## config.mk

```make
export PLATFORM = sky130hd
export DESIGN_NAME = alu_result_stats
export DESIGN_NICKNAME = d
export VERILOG_FILES = /design/src/rtl/alu_result_stats.sv
export SDC_FILE = /design/constraint.sdc
export NUM_CORES = 1
export LEC_CHECK = 0
export CORE_ASPECT_RATIO = 0.5
export CORE_MARGIN = 4
export CORE_UTILIZATION = 60
export DETAILED_ROUTE_END_ITERATION = 12
export HOLD_SLACK_MARGIN = 0.12
export PLACE_DENSITY_LB_ADDON = 0.12
export SYNTH_ARGS = -nofsm -noshare
export SYNTH_HDL_FRONTEND = slang
export SYNTH_SLANG_ARGS = --single-unit
```

## constraint.sdc

```tcl
create_clock -name clk -period 4.5 [get_ports clk]
set_input_delay 0.9 -clock clk [delete_from_list [all_inputs] [get_ports clk]]
set_output_delay 0.9 -clock clk [all_outputs]
set_load 0.03 [all_outputs]
```

## src/rtl/alu_result_stats.sv

```systemverilog
// alu_result_stats: groups signed ALU results into frames and reports the sum, minimum,
// maximum, sample count and sequence number of each frame on a held output handshake.
module alu_result_stats #(
  parameter int unsigned DATA_W    = 5,
  parameter int unsigned FRAME_LEN = 8,
  parameter int unsigned SUM_W     = 13
) (
  input  logic              clk,
  input  logic              reset,
  input  logic              in_valid,
  input  logic [DATA_W-1:0] in_data,
  output logic              in_ready,
  input  logic              flush,
  output logic              out_valid,
  input  logic              out_ready,
  output logic [SUM_W-1:0]  out_sum,
  output logic [DATA_W-1:0] out_min,
  output logic [DATA_W-1:0] out_max,
  output logic [7:0]        out_count,
  output logic [7:0]        out_frame_id
);

  typedef enum logic [0:0] {StAccum, StHold} state_e;

  state_e state_q, state_d;

  logic signed [SUM_W-1:0]  sum_q, sum_d, sum_acc;
  logic signed [DATA_W-1:0] min_q, min_d, min_acc;
  logic signed [DATA_W-1:0] max_q, max_d, max_acc;
  logic signed [DATA_W-1:0] din;
  logic [7:0]               cnt_q, cnt_d, cnt_acc;

  logic [SUM_W-1:0]  out_sum_q, out_sum_d;
  logic [DATA_W-1:0] out_min_q, out_min_d;
  logic [DATA_W-1:0] out_max_q, out_max_d;
  logic [7:0]        out_count_q, out_count_d;
  logic [7:0]        frame_id_q, frame_id_d;

  logic accept;
  logic close;

  assign din = $signed(in_data);

  // Accumulator values if the current input sample were accepted this cycle.
  always_comb begin
    if (cnt_q == 8'd0) begin
      sum_acc = {{(SUM_W-DATA_W){din[DATA_W-1]}}, din};
      min_acc = din;
      max_acc = din;
      cnt_acc = 8'd1;
    end else begin
      sum_acc = sum_q + {{(SUM_W-DATA_W){din[DATA_W-1]}}, din};
      min_acc = (din < min_q) ? din : min_q;
      max_acc = (din > max_q) ? din : max_q;
      cnt_acc = cnt_q + 8'd1;
    end
  end

  // Next-state, frame closing and handshake outputs.
  always_comb begin
    state_d     = state_q;
    sum_d       = sum_q;
    min_d       = min_q;
    max_d       = max_q;
    cnt_d       = cnt_q;
    out_sum_d   = out_sum_q;
    out_min_d   = out_min_q;
    out_max_d   = out_max_q;
    out_count_d = out_count_q;
    frame_id_d  = frame_id_q;
    close       = 1'b0;
    // in_ready is low while reset is held, even though the state is already StAccum.
    in_ready    = (state_q == StAccum) && !reset;
    out_valid   = (state_q == StHold);
    accept      = in_valid && in_ready;

    unique case (state_q)
      StAccum: begin
        if (accept) begin
          sum_d = sum_acc;
          min_d = min_acc;
          max_d = max_acc;
          cnt_d = cnt_acc;
        end
        // A flush on an empty frame with no sample this cycle produces nothing.
        close = (accept && (cnt_acc == 8'(FRAME_LEN))) || (flush && ((cnt_q != 8'd0) || accept));
        if (close) begin
          out_sum_d   = sum_d;
          out_min_d   = min_d;
          out_max_d   = max_d;
          out_count_d = cnt_d;
          state_d     = StHold;
        end
      end
      StHold: begin
        if (out_ready) begin
          state_d    = StAccum;
          cnt_d      = 8'd0;
          sum_d      = '0;
          frame_id_d = frame_id_q + 8'd1;
        end
      end
      default: state_d = StAccum;
    endcase
  end

  // State and output registers with synchronous reset.
  always_ff @(posedge clk) begin
    if (reset) begin
      state_q     <= StAccum;
      sum_q       <= '0;
      min_q       <= '0;
      max_q       <= '0;
      cnt_q       <= 8'd0;
      out_sum_q   <= '0;
      out_min_q   <= '0;
      out_max_q   <= '0;
      out_count_q <= 8'd0;
      frame_id_q  <= 8'd0;
    end else begin
      state_q     <= state_d;
      sum_q       <= sum_d;
      min_q       <= min_d;
      max_q       <= max_d;
      cnt_q       <= cnt_d;
      out_sum_q   <= out_sum_d;
      out_min_q   <= out_min_d;
      out_max_q   <= out_max_d;
      out_count_q <= out_count_d;
      frame_id_q  <= frame_id_d;
    end
  end

  assign out_sum      = out_sum_q;
  assign out_min      = out_min_q;
  assign out_max      = out_max_q;
  assign out_count    = out_count_q;
  assign out_frame_id = frame_id_q;

endmodule

```

Yosys cells after proc, flatten, opt, wreduce, memory -nomap -nowiden:

Index checks and enable logic that the tools add are counted.

* bits in registers: 71
* input bits: 10
* word-level logic and storage cells: 46

* $add $sub $neg: 3
* order comparisons: 2
* equal/unequal tests: 2
* muxes and demuxes: 17
* bitwise operators: 1
* reduce and logical (&&, ||, !) cells: 11

Operators with widths (count)
* 2-to-1 mux 13 bit: 3
* 2-to-1 mux 5 bit: 6
* case mux 13 bit (2 select lines): 1
* 2-to-1 mux 8 bit: 3
* adder 8 x 1 -> 8 bit (second input constant): 2
* case mux 8 bit (2 select lines): 1
* adder 13 bit: 1
* == test 8 x 4 -> 1 bit (second input constant): 1
* zero test 8 bit: 1
* nonzero test 8 bit: 1
* greater-than comparator 5 bit: 1
* less-than comparator 5 bit: 1
* logical AND 1 bit: 4
* AND reduction 2 bit: 2
* logical OR 1 bit: 2
* 2-to-1 mux 1 bit: 2
* != test 2 bit (second input constant): 1
* case mux 1 bit (2 select lines): 1
* zero test 1 bit: 1
* inverter 1 bit: 1

Longest topological paths before layout:

Gate-level depths: netlist of the first run.

* depth after elaboration: 8
* depth in mapped cells: 12
* mapped depth without buffers: 10

Least setup slack after synthesis of the first run:

OpenSTA, ideal clock, no wires.

* path kind: in2reg
* start: input in_data[0]
* end: register out_sum_q[12], in the netlist out_sum[12]
* setup time: 0.133 ns
* data arrival time: 2.870 ns
* setup slack: 1.497 ns
* stages: 10
* path buffers: 0
* cell sequence: ha_1 -> inv_1 -> fa_1 -> nor2b_1 -> o2111ai_1 -> a211oi_1 -> a221o_1 -> mux2i_1 -> a2111oi_0 -> nor3_1

* cells in the longest elaborated chain, start to end: 3

RTL lines
* from (decl): RTL line 11 `input logic [DATA_W-1:0] in_data,`
* adder 13 bit: RTL line 52 `sum_acc = sum_q + {{(SUM_W-DATA_W){din[DATA_W-1]}}, din};`
* 2-to-1 mux 13 bit: RTL line 46 `if (cnt_q == 8'd0) begin`
* 2-to-1 mux 13 bit: RTL line 79 `if (accept) begin`
* to (signal assigned): RTL line 126 `out_sum_q <= out_sum_d;`
* to (decl): RTL line 33 `logic [SUM_W-1:0] out_sum_q, out_sum_d;`

Every way passes these cells.
A chain may end at the register's enable or synchronous reset.

Worst setup path after layout of the first run:

Same ends and word-level chain as after synthesis.

==> results of run 1 <==
## routing by layer
metal / track usage / vias to the layer above
met5: 0 / -
met4: 0.0739 / 0
met3: 0.0696 / 8
met2: 0.414 / 134
met1: 0.363 / 1714
li1: - / 1785
## synthesized netlist by cell type, types with 2 or more instances
master	n	share of area
sky130_fd_sc_hd__o311ai_0	2	0.0044
sky130_fd_sc_hd__xor2_1	9	0.020
sky130_fd_sc_hd__buf_4	3	0.0057
sky130_fd_sc_hd__nand2b_1	8	0.013
sky130_fd_sc_hd__a21oi_1	36	0.046
sky130_fd_sc_hd__o221ai_1	3	0.0067
sky130_fd_sc_hd__nand3_1	9	0.011
sky130_fd_sc_hd__dfxtp_1	71	0.36
sky130_fd_sc_hd__nor2b_1	5	0.0079
sky130_fd_sc_hd__nand4_1	4	0.0064
sky130_fd_sc_hd__a211oi_1	26	0.050
sky130_fd_sc_hd__a31oi_1	4	0.0064
sky130_fd_sc_hd__nor2_1	61	0.058
sky130_fd_sc_hd__nor3_1	9	0.011
sky130_fd_sc_hd__o22ai_1	2	0.0032
sky130_fd_sc_hd__ha_1	25	0.079
sky130_fd_sc_hd__nor3b_1	2	0.0038
sky130_fd_sc_hd__mux2i_1	9	0.023
sky130_fd_sc_hd__buf_6	2	0.0057
sky130_fd_sc_hd__buf_2	10	0.013
sky130_fd_sc_hd__a21o_1	8	0.015
sky130_fd_sc_hd__and3_1	4	0.0064
sky130_fd_sc_hd__o31ai_1	5	0.0095
sky130_fd_sc_hd__a22o_1	5	0.011
sky130_fd_sc_hd__a221o_1	4	0.010
sky130_fd_sc_hd__xnor2_1	12	0.027
sky130_fd_sc_hd__and2_1	3	0.0048
sky130_fd_sc_hd__inv_1	19	0.018
sky130_fd_sc_hd__clkbuf_1	13	0.012
sky130_fd_sc_hd__or3_1	6	0.0095
sky130_fd_sc_hd__nand2_1	56	0.053
sky130_fd_sc_hd__a21boi_0	2	0.0038
sky130_fd_sc_hd__o21ai_0	15	0.019
## registers in the layout, indices dropped and copies added, names as in the netlist
signal	count
out_sum	13
sum_q	13
cnt_q	8
out_count	8
out_frame_id	8
max_q	5
min_q	5
out_max	5
out_min	5
out_valid	1
## layout make-up
| class | count | area share |
|---|---|---|
| inverter | 20 | 0.0156 |
| multi-input combinational | 357 | 0.477 |
| clock buffer | 11 | 0.0524 |
| sequential | 71 | 0.295 |
| tap | 88 | 0.0228 |
| clock inverter | 5 | 0.0164 |
| timing repair buffer | 62 | 0.121 |
## worst paths after layout
path | from | end | slack, ps
worst min register to register | out_sum[9] | out_sum[9] | 450
worst min-delay path | out_sum[9] | out_sum[9] | 450
worst max-delay path | in_data[0] | out_sum[12] | 840
worst max register to register | out_valid | out_sum[6] | 1510
## metrics by stage
step	hold WS (ps)	instance area (um2)	total power [mW]	cells	setup slack (ps)
floorplan	439	3940	1.01	478	1500
detailed placement	448	4490	1.14	598	566
global placement	445	4490	1.13	598	655
finish	455	4820	1.92	614	836
CTS	460	4820	1.93	614	868
global route	483	4820	2.01	614	648
## cell families (layout without fill, tap and decap cells)
kind of cell / after synthesis / count (layout)
muxes: 9 / 9
buffers and inverters: 50 / 98
AOI/OAI and AO/OA: 126 / 126
and+or+nand+nor: 175 / 175
xor gates and xnor gates: 21 / 21
adders and majority gates: 26 / 26
DFF: 71 / 71
## power breakdown
group	switching [mW]	total (mW)	internal (mW)
logic	0.258	0.427	0.169
clock network	0.271	0.786	0.515
registers	0.0336	0.709	0.675
## critical path, cell delays in order
cell and delay (ps):
sky130_fd_sc_hd__clkdlybuf4s50_1 610, sky130_fd_sc_hd__ha_1 210, sky130_fd_sc_hd__inv_1 50, sky130_fd_sc_hd__fa_1 400, sky130_fd_sc_hd__nor2b_1 190, sky130_fd_sc_hd__o2111ai_1 180
sky130_fd_sc_hd__a211oi_1 380, sky130_fd_sc_hd__a221o_1 310, sky130_fd_sc_hd__mux2i_1 130, sky130_fd_sc_hd__a2111oi_0 410, sky130_fd_sc_hd__nor3_1 90
==> run metrics, run 1 <==
status completed; unrepaired setup endpoints after global routing false; length of routed met2 wiring 4340 um; most common library cell in the layout ignoring fill and taps sky130_fd_sc_hd__dfxtp_1; Slew HR 0.518; total number of vias about 3600; Max clock buf depth 2; area growth from synthesis to layout 22.4%; number of setup buffers added after CTS 0; final hold violation count 0; remaining global-route overflow 0; detail-routed via count per cell 5.93; Detailed Place HPWL 6920 um; hold buffer count at CTS 0; Met3 Wirelength 717 um; number of rows in the core area 20; Leakage 1.85 nW; post-detailed-route wirelength per cell 16.3 um; standard cell core area 6210 um2; global-route wire length before repair between 15000 and 20000 um; Final Util 0.777; routability cong. 0.908; DRC 0; area used by multi-input combinational logic 2300 um2; area enclosed by the die boundary 8000 um2; CTS buffer count 9; final number of setup-violating endpoints 0; multiplexer share of the synthesized area 0.0229; wire length on met1 4880 um; most instantiated flip-flop cell in the synthesis netlist sky130_fd_sc_hd__dfxtp_1; async set-or-reset flop fraction in the synthesized netlist 0; # fillers ~470; GR Util All Layers 0.265; critical path arrival 3860 ps; Highest Clock Rate approximately 270 MHz; Syn Nets ~510; unique cell type count in the Yosys netlist 59; Power Dens Cells 399 nW/um2; R2R depth 10; area used by sequential logic in the layout 1420 um2; final antenna-violating net count 0; Ant. Diodes 0; Die Ht 65.3 um; number of antenna violations at the first check in global routing 0; hold depth 2; via count of the first global-routing pass 3436; port bufs 50; highest-count cells in the layout ignoring fill and taps sky130_fd_sc_hd__dfxtp_1 (71), sky130_fd_sc_hd__nor2_1 (61), sky130_fd_sc_hd__nand2_1 (56); Synth Area in Compound Gates 0.224; number of levels the H-tree was split into 3; Worst Path Required 4700 ps; flip-flop and latch count after synthesis 71; initial cell density of the core 0.635; sum of negative setup slack 0 ps; xor-xnor portion of the synthesized cell area 0.0467; largest family of logic cells by synthesized area compound AO/OA/AOI/OAI gates; transition time at the pin with the least slew margin 720 ps; number of enable flip-flop cells after synthesis 0; fraction of final layout cells sized beyond drive strength 1 0.0760; critical path fanouts, max 6; largest net degree at the start of global routing 52; largest clock skew in the final design 5.60 ps; basic-gate share of the synthesized area counting and, or, nand and nor cells 0.203; Worst-path clk slew ~60 ps; number of primary I/O pins 51; number of warnings reported in the yosys synthesis log 0; Clock Tree Root sky130_fd_sc_hd__clkbuf_16; post-route clock period utilization 0.814; insertion delay of the later-clocked pin in the worst-skew pair 330 ps; clk sink count between 70 and 80; average instance area after synthesis 8.24 um2; classification of the worst setup path input pin to flip-flop; overall routed net length 9990 um; fin crit period 3660 ps; crit path capture type flip-flop; cell area after technology mapping slightly below 4000 um2; Gates resized, CTS repair 0; fraction of the mapped netlist area in adder cells 0.0845; max-cap violation count 0; top layer in use met4; Final #Nets 557; portion of the post-synthesis area used by sequential elements 0.361; worst IR drop on VDD between 200 and 300 uV; kind of start point of the critical path input pin; initial detailed-routing violation count 337; cells after synthesis around 480; Tightest Hold Check Type flip-flop to flip-flop; width of the chip 123 um; CTS tree done; final max-slew violation count 0; drt first pass iters 4
Note: power is estimated with default switching activity, not from simulation.
==> run 2, diff against run 1 <==
Settings changed: CORE_UTILIZATION 60 to 50.
Clock period 4.5 ns to 3.1 ns, I/O delays scaled along.
==> run 2 against run 1 <==
  * Combinational power rose by 62%
  * Flip-flop and latch count did not move
  * Global-route usage is 4.5 points lower
  * Cell count is 8.1% higher
  * Critical path depth grew 1
  * Non-clock buffer count up 30
  * Sequential share of layout area decreased by 1.7 points
  * Die area grew 18%
  * Power up 52%
  * Sequential power grew 45%
  * Clock power rose by 53%
  * Critical path type unchanged
  * Largest cell class unchanged
  * Highest routed layer unchanged
==> run metrics, run 2 (synthesis results as in run 1) <==
CTS tree done; initial cell density of the core 0.526 (-0.109); insertion delay of the later-clocked pin in the worst-skew pair 340 ps (about the same); kind of start point of the critical path input pin; area used by sequential logic in the layout 1420 um2 (unchanged); most common library cell in the layout ignoring fill and taps sky130_fd_sc_hd__dfxtp_1; critical path arrival 3160 ps (-700 ps); number of standard cells in the final layout excluding fillers 664 (+8.1%); detail-routed via count per cell 5.50 (-7.2%); final hold violation count 0 (unchanged); worst hold slack 459 ps (+3.86 ps); number of primary I/O pins 51 (unchanged); Die Ht 70.8 um (+8.4%); Met3 Wirelength 694 um (-3.2%); Detailed Place HPWL 7100 um (+2.7%); sum of negative setup slack 0 ps (unchanged); Slew HR 0.622 (+0.104); GR Util All Layers 0.220 (-0.0446); wire length on met1 5350 um (+9.8%); unrepaired setup endpoints after global routing false; Tightest Hold Check Type flip-flop to flip-flop; largest clock skew in the final design 7.43 ps (+1.83 ps); post-detailed-route wirelength per cell 15.2 um (-6.3%); Final #Nets 587 (+5.4%); Highest Clock Rate around 340 MHz; fraction of final layout cells sized beyond drive strength 1 0.135 (+0.0588); Ant. Diodes 0 (unchanged); largest net degree at the start of global routing 52 (unchanged); Final Util 0.683 (-0.0940); area growth from synthesis to layout 29.8%; post-route clock period utilization 0.944; highest-count cells in the layout ignoring fill and taps sky130_fd_sc_hd__dfxtp_1 (71), sky130_fd_sc_hd__nor2_1 (61), sky130_fd_sc_hd__nand2_1 (56); initial detailed-routing violation count 343 (+1.8%); final max-slew violation count 0 (unchanged); area used by multi-input combinational logic 2320 um2 (+1.0%); number of rows in the core area 22 (+10%); worst IR drop on VDD 351 uV (+26%); # fillers 653 (+40%); max-cap violation count 0 (unchanged); Max clock buf depth 2 (unchanged); DRC 0 (unchanged); width of the chip 134 um (+8.9%); drt first pass iters 5 (+1); total number of vias 3654 (+0.36%); critical path fanouts, max 4 (-2); transition time at the pin with the least slew margin 568 ps (-152 ps); Placement Cell Area 4730 um2 (+5.4%); standard cell core area 7490 um2 (+21%); status completed; global-route wire length before repair 16700 um (about the same); area enclosed by the die boundary 9450 um2 (+18%); remaining global-route overflow 0 (unchanged); final number of setup-violating endpoints 0 (unchanged); crit path capture type flip-flop; via count of the first global-routing pass 3339 (-2.8%); hold buffer count at CTS 0 (unchanged); clk sink count 71 (unchanged); overall routed net length 10100 um (+1.3%); Power Dens Cells 570 nW/um2 (+43%); port bufs 50 (unchanged); number of levels the H-tree was split into 3 (unchanged); final antenna-violating net count 0 (unchanged); top layer in use met4; post-route cell area 5110 um2 (+6.0%); classification of the worst setup path input pin to flip-flop; length of routed met2 wiring 3990 um (-8.0%); number of antenna violations at the first check in global routing 0 (unchanged); Leakage 2.01 nW (+8.8%); routability cong. 0.902 (-0.65%); CTS buffer count 9 (unchanged); Worst Path Required 3330 ps (-1370 ps); cell count after placement 647 (+8.2%); Clock Tree Root sky130_fd_sc_hd__clkbuf_16; fin crit period 2930 ps; Worst-path clk slew 60 ps (about the same)
-- run 2: stage by stage --
stage / power, mW / worst slack (ps)
5_1_grt: 3.05 / 26.1
4_1_cts: 2.92 / 53.1
3_5_place_dp: 1.72 / -394
6_report: 2.92 / 175
3_3_place_gp: 1.71 / -273
2_1_floorplan: 1.47 / 377
-- run 2: repair_timing --
item | CTS | global route
endpoints found under the setup margin | 1 | 8
setup buffers | 0 | 1
gates resized for setup | 2 | 5
pin swaps | 0 | 3
-- run 2: critical path, cell delays in order --
cell	delay [ps]
sky130_fd_sc_hd__clkdlybuf4s50_1	500
sky130_fd_sc_hd__ha_1	170
sky130_fd_sc_hd__inv_1	50
sky130_fd_sc_hd__fa_1	390
sky130_fd_sc_hd__nor2b_2	160
sky130_fd_sc_hd__o2111ai_2	150
sky130_fd_sc_hd__a211oi_2	260
sky130_fd_sc_hd__a221o_1	280
sky130_fd_sc_hd__buf_4	140
sky130_fd_sc_hd__mux2i_1	160
sky130_fd_sc_hd__a31oi_1	90
sky130_fd_sc_hd__o32a_1	170
-- run 2: power by group --
part | total, mW | switching [mW] | internal (mW)
clock | 1.20 | 0.396 | 0.804
combinational | 0.690 | 0.394 | 0.297
sequential | 1.03 | 0.0457 | 0.980
total | 2.92 | 0.835 | 2.08
-- run 2: area by class of cell --
type                       count  area share
clock buffer                  10      0.0467
clock inverter                 6      0.0210
inverter                      20      0.0147
multi-input combinational    357       0.454
sequential                    71       0.278
tap                          108      0.0264
timing repair buffer          92       0.159
-- run 2: final timing paths --
| check | startpoint | to | slack, ps | depth (start not counted) |
|---|---|---|---|---|
| worst min-delay path | out_sum[8] | out_sum[8] | 460 | 2 |
| worst max-delay path | in_data[0] | sum_q[12] | 170 | 12 |
| worst min register to register | out_sum[8] | out_sum[8] | 460 | 2 |
| worst max register to register | cnt_q[0] | out_sum[4] | 310 | 9 |
-- run 2: layer usage --
metal  track usage  vias to the layer above
li1              -                     1840
met5             0                        -
met4        0.0502                        0
met1         0.330                     1684
met2         0.304                      119
met3        0.0732                       11
==> run 3, diff against run 2 <==
Settings changed: CTS_CLUSTER_SIZE set to 14.
==> results of run 3 <==
Final layout, timing and power as in run 2 (identical DEF).
